`src/rtl/button_debounce_pkg.sv`:
```
// Shared definitions for the push-button input path: long-press state
// encoding, board default timing constants and a counter-width helper.
package button_debounce_pkg;

    typedef enum logic [1:0] {
        RELEASED = 2'd0,
        PRESSED  = 2'd1,
        HELD     = 2'd2
    } btn_state_e;

    localparam int CLK_HZ          = 50_000_000;
    localparam int DEBOUNCE_CYCLES = 1_000_000;   // 20 ms at 50 MHz
    localparam int LONG_CYCLES     = 50_000_000;  // 1 s at 50 MHz

    // Counter width for a modulus of n; never returns 0 so degenerate
    // parameter values still give a legal vector.
    function automatic int cnt_width(input int n);
        return (n > 1) ? $clog2(n) : 1;
    endfunction

endpackage

```
`src/rtl/button_debounce_if.sv`:
```
// Button pin in, debounced level / event strobes / press count out.
// master = downstream logic plus pin source, slave = the debouncer.
interface button_debounce_if;
    logic       btn_pin;
    logic       btn_level;
    logic       press_pulse;
    logic       release_pulse;
    logic       long_pulse;
    logic [7:0] press_count;

    modport master (
        output btn_pin,
        input  btn_level,
        input  press_pulse,
        input  release_pulse,
        input  long_pulse,
        input  press_count
    );

    modport slave (
        input  btn_pin,
        output btn_level,
        output press_pulse,
        output release_pulse,
        output long_pulse,
        output press_count
    );
endinterface

```
`src/rtl/button_debounce_sync_2ff.sv`:
```
// Generic two-flop synchroniser for a single asynchronous input bit.
// Both stages clear to 0 under the synchronous active-low reset.
module sync_2ff (
    input  logic clk,
    input  logic rst_n,
    input  logic d,
    output logic q
);
    logic s1_q;
    logic s2_q;

    // Two back-to-back flops give metastability time to resolve.
    always_ff @(posedge clk) begin
        if (!rst_n) begin
            s1_q <= 1'b0;
            s2_q <= 1'b0;
        end else begin
            s1_q <= d;
            s2_q <= s1_q;
        end
    end

    assign q = s2_q;
endmodule

```
`src/rtl/button_debounce.sv`:
```
// Push-button front end: synchronise, debounce, then report press,
// release and long-press strobes together with a wrapping press count.
module button_debounce
    import button_debounce_pkg::*;
#(
    parameter int DEBOUNCE_CYCLES = button_debounce_pkg::DEBOUNCE_CYCLES,
    parameter int LONG_CYCLES     = button_debounce_pkg::LONG_CYCLES
) (
    input  logic                     clk,
    input  logic                     rst_n,
    button_debounce_if.slave         bus
);
    localparam int DW = cnt_width(DEBOUNCE_CYCLES);
    localparam int LW = cnt_width(LONG_CYCLES);

    logic          btn_s;
    logic          level_q,   level_d;
    logic [DW-1:0] db_cnt_q,  db_cnt_d;
    logic          press_q,   press_d;
    logic          release_q, release_d;
    logic [7:0]    count_q,   count_d;
    logic          accept_rise;
    logic          accept_fall;

    btn_state_e    state_q;
    logic [LW-1:0] long_cnt_q;
    logic          long_q;

    sync_2ff u_sync (
        .clk   (clk),
        .rst_n (rst_n),
        .d     (bus.btn_pin),
        .q     (btn_s)
    );

    // Debounce counter runs only while the synchronised pin disagrees with
    // the accepted level; any agreement restarts it, so short glitches vanish.
    always_comb begin
        level_d     = level_q;
        db_cnt_d    = '0;
        accept_rise = 1'b0;
        accept_fall = 1'b0;
        if (btn_s != level_q) begin
            if (db_cnt_q == DW'(DEBOUNCE_CYCLES - 1)) begin
                level_d     = btn_s;
                accept_rise = btn_s;
                accept_fall = ~btn_s;
            end else begin
                db_cnt_d = db_cnt_q + 1'b1;
            end
        end
        press_d   = accept_rise;
        release_d = accept_fall;
        count_d   = count_q + {7'd0, accept_rise};
    end

    // Level, counter, strobes and press count all update on the accept edge.
    always_ff @(posedge clk) begin
        if (!rst_n) begin
            level_q   <= 1'b0;
            db_cnt_q  <= '0;
            press_q   <= 1'b0;
            release_q <= 1'b0;
            count_q   <= 8'd0;
        end else begin
            level_q   <= level_d;
            db_cnt_q  <= db_cnt_d;
            press_q   <= press_d;
            release_q <= release_d;
            count_q   <= count_d;
        end
    end

    // Long-press FSM; an accepted fall always wins over the threshold so a
    // release on the threshold edge never produces a long strobe.
    always_ff @(posedge clk) begin
        if (!rst_n) begin
            state_q    <= RELEASED;
            long_cnt_q <= '0;
            long_q     <= 1'b0;
        end else begin
            long_q <= 1'b0;
            case (state_q)
                RELEASED: begin
                    if (accept_rise) begin
                        state_q    <= PRESSED;
                        long_cnt_q <= '0;
                    end
                end
                PRESSED: begin
                    if (accept_fall) begin
                        state_q <= RELEASED;
                    end else if (long_cnt_q == LW'(LONG_CYCLES - 1)) begin
                        long_q  <= 1'b1;
                        state_q <= HELD;
                    end else begin
                        long_cnt_q <= long_cnt_q + 1'b1;
                    end
                end
                HELD: begin
                    if (accept_fall) begin
                        state_q <= RELEASED;
                    end
                end
                default: state_q <= RELEASED;
            endcase
        end
    end

    assign bus.btn_level     = level_q;
    assign bus.press_pulse   = press_q;
    assign bus.release_pulse = release_q;
    assign bus.long_pulse    = long_q;
    assign bus.press_count   = count_q;
endmodule

```
`src/flat_wrapper.sv`:
```
// flat-port wrapper written by rule: the top's interface ports become plain ports
module button_debounce_flat import button_debounce_pkg::*;
#(
    parameter int DEBOUNCE_CYCLES = button_debounce_pkg::DEBOUNCE_CYCLES,
    parameter int LONG_CYCLES     = button_debounce_pkg::LONG_CYCLES
)
  (clk, rst_n, bus_btn_pin, bus_btn_level, bus_press_pulse, bus_release_pulse, bus_long_pulse, bus_press_count);
  button_debounce_if bus_i ();
  input  logic clk;
  input  logic rst_n;
  input wire logic [$bits(bus_i.btn_pin)-1:0] bus_btn_pin;
  output wire logic [$bits(bus_i.btn_level)-1:0] bus_btn_level;
  output wire logic [$bits(bus_i.press_pulse)-1:0] bus_press_pulse;
  output wire logic [$bits(bus_i.release_pulse)-1:0] bus_release_pulse;
  output wire logic [$bits(bus_i.long_pulse)-1:0] bus_long_pulse;
  output wire logic [$bits(bus_i.press_count)-1:0] bus_press_count;
  assign bus_i.btn_pin = bus_btn_pin;
  assign bus_btn_level = bus_i.btn_level;
  assign bus_press_pulse = bus_i.press_pulse;
  assign bus_release_pulse = bus_i.release_pulse;
  assign bus_long_pulse = bus_i.long_pulse;
  assign bus_press_count = bus_i.press_count;
  button_debounce #(.DEBOUNCE_CYCLES(DEBOUNCE_CYCLES), .LONG_CYCLES(LONG_CYCLES)) u_core (.clk(clk), .rst_n(rst_n), .bus(bus_i));
endmodule
```
`config.mk`:
```
export PLATFORM = sky130hd
export DESIGN_NAME = button_debounce_flat
export DESIGN_NICKNAME = d
export VERILOG_FILES = /design/src/rtl/button_debounce_pkg.sv /design/src/rtl/button_debounce_if.sv /design/src/rtl/button_debounce_sync_2ff.sv /design/src/rtl/button_debounce.sv /design/src/flat_wrapper.sv
export SDC_FILE = /design/constraint.sdc
export NUM_CORES = 1
export LEC_CHECK = 0
export CAP_MARGIN = 20
export CORE_ASPECT_RATIO = 1.1
export CORE_MARGIN = 3
export CORE_UTILIZATION = 35
export DETAILED_ROUTE_END_ITERATION = 7
export GPL_ROUTABILITY_DRIVEN = 0
export GPL_TIMING_DRIVEN = 0
export PLACE_DENSITY = 0.47
export SYNTH_ARGS = -nofsm -noshare
export SYNTH_HDL_FRONTEND = slang
export SYNTH_SLANG_ARGS = --single-unit
```
`constraint.sdc`:
```
create_clock -name clk -period 3.46 [get_ports clk]
set_input_delay 0.346 -clock clk [delete_from_list [all_inputs] [get_ports clk]]
set_output_delay 0.346 -clock clk [all_outputs]
set_load 0.02 [all_outputs]
```
* Word level (Yosys, flattened, before mapping)
Index checks and enable logic that the tools add are counted.
** Word-level totals
- Bits in registers :: 62
- Bits in latches :: 0
- RAM bits :: 0
- Memory bits (read-only) :: 0
- Input bits :: 3
- Output and inout port bits :: 12
- Logic and storage cells :: 48
- Memories kept :: 0
** Cells by class
- Add/subtract/negate cells :: 3
- Multipliers :: 0
- Divide/modulo/power cells :: 0
- Magnitude comparators :: 0
- Eq/ne operators :: 10
- Shift operators :: 0
- Multiplexer cells :: 14
- Bitwise operators :: 4
- Reduce and logical (&&, ||, !) cells :: 7
** Operators by type and width (count)
- $mux 26 :: 3
- $pmux 26 s2 :: 1
- $add 26x1->26 const B :: 1
- $eq 26x26->1 const B :: 1
- $add 20x1->20 const B :: 1
- $eq 20x20->1 const B :: 1
- $add 8x1->8 :: 1
- $mux 2 :: 4
- $pmux 2 s3 :: 1
- $reduce_or 3->1 :: 2
- $mux 1 :: 5
- $ne 2x1->1 const B :: 2
- $ne 2x2->1 const B :: 2
- $not 1->1 :: 4
- $reduce_and 4->1 :: 1
- $ne 3x1->1 const B :: 1
- $reduce_and 3->1 :: 1
- $eq 2x1->1 const B :: 1
- $eq 2x2->1 const B :: 1
- $logic_not 2->1 :: 1
- $reduce_and 2->1 :: 1
- $reduce_bool 2->1 :: 1
- $ne 1x1->1 :: 1

* Depth between registers and ports, before layout
- Word-level depth :: 5
- Mapped depth :: 9

* Hierarchy
Synthesis repeated with hierarchy kept, for this count alone.
** Unflattened totals
- Cells, all modules :: 354
- Area, all modules :: 3030.4 µm²
** By module, submodules not included
- button_debounce :: instances 1, cells each 350, area each 2977.9 µm², seq. area each 1201.2 µm²
- sync_2ff :: instances 1, cells each 4, area each 52.6 µm², seq. area each 40.0 µm²

* Worst setup path after synthesis
Ideal clock, no wire load.
- Kind :: reg2reg
- Start :: register u_core.db_cnt_q[0]
- End :: register u_core.count_q[5] (netlist: u_core.bus.press_count[5])
- Setup time :: 128 ps
- Data arrival time :: 2026 ps
- Required time :: 3332 ps
- Slack :: 1306 ps
- Stages on the path, launching flop included :: 10
- Buffers on the path :: 0
- Clock period less this slack :: 2154 ps
- Cell sequence :: dfxtp_1 > ha_1 > nand4_4 > nor4_4 > and3_2 > ha_1 > and3_1 > nand3_1 > xor2_1 > nor2_1
** Between the ends
- Longest elaborated chain between the ends :: 4
** Ends and longest elaborated chain
- start, declared :: line button_debounce.sv:18 : logic [DW-1:0] db_cnt_q, db_cnt_d;
- start signal, assigned :: line button_debounce.sv:67 : db_cnt_q <= db_cnt_d;
- $eq 20x20->1 :: line button_debounce.sv:44 : if (db_cnt_q == DW'(DEBOUNCE_CYCLES - 1)) begin
- $mux 1 :: line button_debounce.sv:44
- $mux 1 :: line button_debounce.sv:43 : if (btn_s != level_q) begin
- named net u_core.accept_rise :: line button_debounce.sv:22 : logic accept_rise;
- $add 8x1->8 :: line button_debounce.sv:54 : count_d = count_q + {7'd0, accept_rise};
- end signal, assigned :: line button_debounce.sv:70 : count_q <= count_d;
- end, declared :: line button_debounce.sv:21 : logic [7:0] count_q, count_d;
The timed path passes the listed nets, and every way through them passes these cells.
A chain may end at the register's enable or synchronous reset.

* Worst setup path in the final report
- Start :: register u_core.long_cnt_q[0]
- End :: register u_core.long_cnt_q[18]
** Between the ends
- Longest elaborated chain between the ends :: 4
** Ends and longest elaborated chain
- start, declared :: line button_debounce.sv:26 : logic [LW-1:0] long_cnt_q;
- start signal, assigned :: line button_debounce.sv:97 : long_cnt_q <= long_cnt_q + 1'b1;
- $add 26x1->26 :: line button_debounce.sv:97
- $mux 26 :: line button_debounce.sv:93 : end else if (long_cnt_q == LW'(LONG_CYCLES - 1)) begin
- $mux 26 :: line button_debounce.sv:91 : if (accept_fall) begin
- $pmux 26 s2 :: line button_debounce.sv:83 : case (state_q)
Parallel ways exist; a longest one is shown, timed or not. The select of a mux whose other input is x is not followed.

==> results by group <==
Run status
  – Status: finished, final reports clean

Final layout
  – Multi-input logic area: 0.00167 mm2
  – P&R area growth vs syn: 16.4%
  – Share of layout cells above drive strength 1: 11.0%
  – Nets@finish: 375
  – Final Core Density: between 40% and 50%
  – Register area: around 0.0012 mm2
  – Fill count: 839
  – Antenna Diode Count: 0

Setup path
  – Crit path DAT: 2.61 ns
  – Worst Setup Start Kind: flop
  – Reg2Reg Setup Slack: 1.08 ns
  – Worst Setup End Kind: flop
  – Critical path type: reg -> reg
  – Max FO, Critical Path: 10
  – Worst path required time: 3.69 ns

Clocking
  – CTS tree: yes
  – CTS Root Buffer Type: clkbuf_8
  – CTS sink cnt: 62
  – Worst-path clk slew: 0.07 ns
  – Buffer count from post-CTS setup fixing: 0
  – Max H-tree Level: 3
  – Hold_buf cts: 0
  – Total CTS buffers: 9
  – PostCTS Resize Cnt: 0
  – Clk buf depth: 2
  – Clk_lat worst skew: 0.34 ns

Synth
  – Top_reg_cell synth: dfxtp_1
  – Mean Syn Cell Area: 8.69 um2
  – Post-synthesis compound-gate area fraction: 15.1%
  – Register area share after synthesis: about two fifths
  – Syn. warnings: 0
  – Synth Net Count: 350
  – Number of synthesized flops with an enable pin: 0
  – Synth Area in Simple Gates: 31.9%
  – Synth Register Bits: 62
  – Mux cell area share after synthesis: 0.336%
  – FFs w/ async S/R, synth: 0%
  – Cell Area, Synth: between 0.002 and 0.003 mm2
  – Synth Area in Adders: 1.68%
  – Largest family of logic cells by synthesized area: simple AND/OR/NAND/NOR gates
  – Cells after synthesis: between 300 and 400
  – Yosys cell types: 56
  – Post-synthesis xor/xnor area fraction: 7.06%

Detailed routing
  – Routed vias: 2554
  – Pre-Repair DR Iteration Count: 4
  – DR WL/cell: about 14 um
  – DRC errors left: 0
  – Starting DRT DRC Count: 86
  – DR vias/cell: 5.31
  – Remaining antenna violation count: 0
  – Routed WL: roughly 6.7 mm

Power and ir drop
  – VDD IR-drop max: 0.205 mV
  – Lkg Pwr: 1.19 nW
  – Pwr dens: 412 mW/mm2

STA
  – Setup WS post-layout: 1.08 ns
  – Tmin final: between 2 and 2.5 ns
  – Period Utilization, post-route: between 60% and 70%
  – Worst hold slack: 0.435 ns
  – Setup violators final: 0
  – Worst relative slew slack: 56.4%
  – Setup TNS: 0 ns
  – Slew Limit Fails: 0
  – Skew final: 0.00701 ns
  – Final hold violations: 0
  – Slew @ Worst Pin: 0.649 ns
  – RSZ-0062 raised after global routing: no
  – Max frequency: 420 MHz

Floorplan
  – Top-level I/O count: 15
  – Die X: 94.0 um
  – Core Area: 0.00808 mm2
  – Die area: roughly 0.0097 mm2
  – Initial Utilization: 36.9%
  – Die height: about 100 um
  – # rows: 34

Placement
  – Hpwl dp: around 4.9 mm
  – Port bufs: 14
  – Pre-CTS WS: approximately 1.0 ns

Flow run
  – Max Cap Viol: 0

Global routing
  – First-pass GRT wire length: between 10 and 15 mm
  – GRT Total Usage: between 10% and 20%
  – Initial antenna violation count: 0
  – Number of global-route vias before repair: 2312
  – Total grt overflow: 0
  – Largest net degree at the start of global routing: 12

Min path
  – Hold crit path type: reg -> reg
[kinds of logic after synthesis]
logic type	after synthesis
AO/OA/AOI/OAI	68
XOR/XNOR	24
adder cells (fa/ha/maj)	4
buffers and inverters	16
flip-flops	62
multiplexers	1
AND/OR/NAND/NOR	168
[layout by cell type, fill, tap and decap left out, types with 4 or more instances in the layout]
cell	n
dfxtp_1	62
nor2_1	51
nand2_1	22
o21ai_0	18
nand3_1	18
nand4_1	16
clkdlybuf4s50_1	14
xnor2_1	12
xor2_1	12
o21ai_1	12
and3_1	11
a21oi_1	10
clkbuf_8	9
a31oi_1	8
nor3_1	7
and2_1	7
clkbuf_1	6
inv_1	5
o31ai_1	5
buf_2	4
ha_1	4
[worst max-delay path: stages (launching register included)]
cell	delay, ns
dfxtp_1	0.39
ha_1	0.25
nand4_2	0.27
nor4_1	0.30
nand4_1	0.32
a21boi_4	0.42
nor4b_2	0.09
o221a_1	0.24
[final cells by class]
type | count | share of cell area (%)
well taps | 108 | 3.90
inverters | 6 | 0.649
clock inverters | 6 | 2.49
flip-flops and latches | 62 | 35.8
plain buffers | 10 | 1.33
repair buffers | 14 | 4.04
clock buffers | 10 | 3.68
multi-input cells | 265 | 48.1
[cells in the mapped netlist, drive strengths merged, types with 5 or more instances]
| cell type | instances | area [um2] |
|---|---|---|
| dfxtp | 62 | 1240 |
| nor2 | 51 | 191 |
| o21ai | 30 | 150 |
| nand2 | 22 | 82.6 |
| nand3 | 19 | 100 |
| nand4 | 19 | 146 |
| and3 | 13 | 87.6 |
| xnor2 | 12 | 105 |
| xor2 | 12 | 105 |
| a21oi | 11 | 66.3 |
| a31oi | 9 | 71.3 |
| and2 | 8 | 51.3 |
| nor3 | 7 | 35.0 |
| nor4 | 6 | 73.8 |
| buf | 5 | 27.5 |
| clkbuf | 5 | 18.8 |
| inv | 5 | 18.8 |
| o31ai | 5 | 37.5 |
[path summary, 6_finish.rpt]
path / from / endpoint / depth (start not counted)
max: u_core.long_cnt_q[0] / u_core.long_cnt_q[18] / 7
max reg2reg: u_core.long_cnt_q[0] / u_core.long_cnt_q[18] / 7
min: u_core.u_sync.s1_q / u_core.u_sync.q / 1
min reg2reg: u_core.u_sync.s1_q / u_core.u_sync.q / 1
[routing by layer]
metal	share of wire (%)	wire length (um)	up-vias	track usage (%)
met4	2.0	133	0	6.56
li1	-	-	1295	-
met2	48	3250	34	24.5
met3	2.6	177	13	4.09
met1	47	3180	1212	18.7
met5	0	0	-	0
[metrics by stage]
stage	power, mW	cells	area [um2]
6_report	1.43	481	3470
2_1_floorplan	0.744	343	2980
5_1_grt	1.49	481	3470
3_5_place_dp	0.754	465	3250
4_1_cts	1.45	481	3470
3_3_place_gp	0.754	465	3250
[power breakdown]
| part | switching [mW] | total, mW | internal (mW) |
|---|---|---|---|
| Sequential | 0.000942 | 0.716 | 0.715 |
| Combinational | 0.0149 | 0.0217 | 0.00685 |
| Clock | 0.289 | 0.693 | 0.404 |
[flip-flops by register name, summed over array words and instances, names as in the netlist]
register                  cells
u_core.bus.btn_level          1
u_core.bus.long_pulse         1
u_core.bus.press_count        8
u_core.bus.press_pulse        1
u_core.bus.release_pulse      1
u_core.db_cnt_q              20
u_core.long_cnt_q            26
u_core.state_q                2
u_core.u_sync.q               1
u_core.u_sync.s1_q            1
No activity file was read; power rests on OpenSTA's default activity.
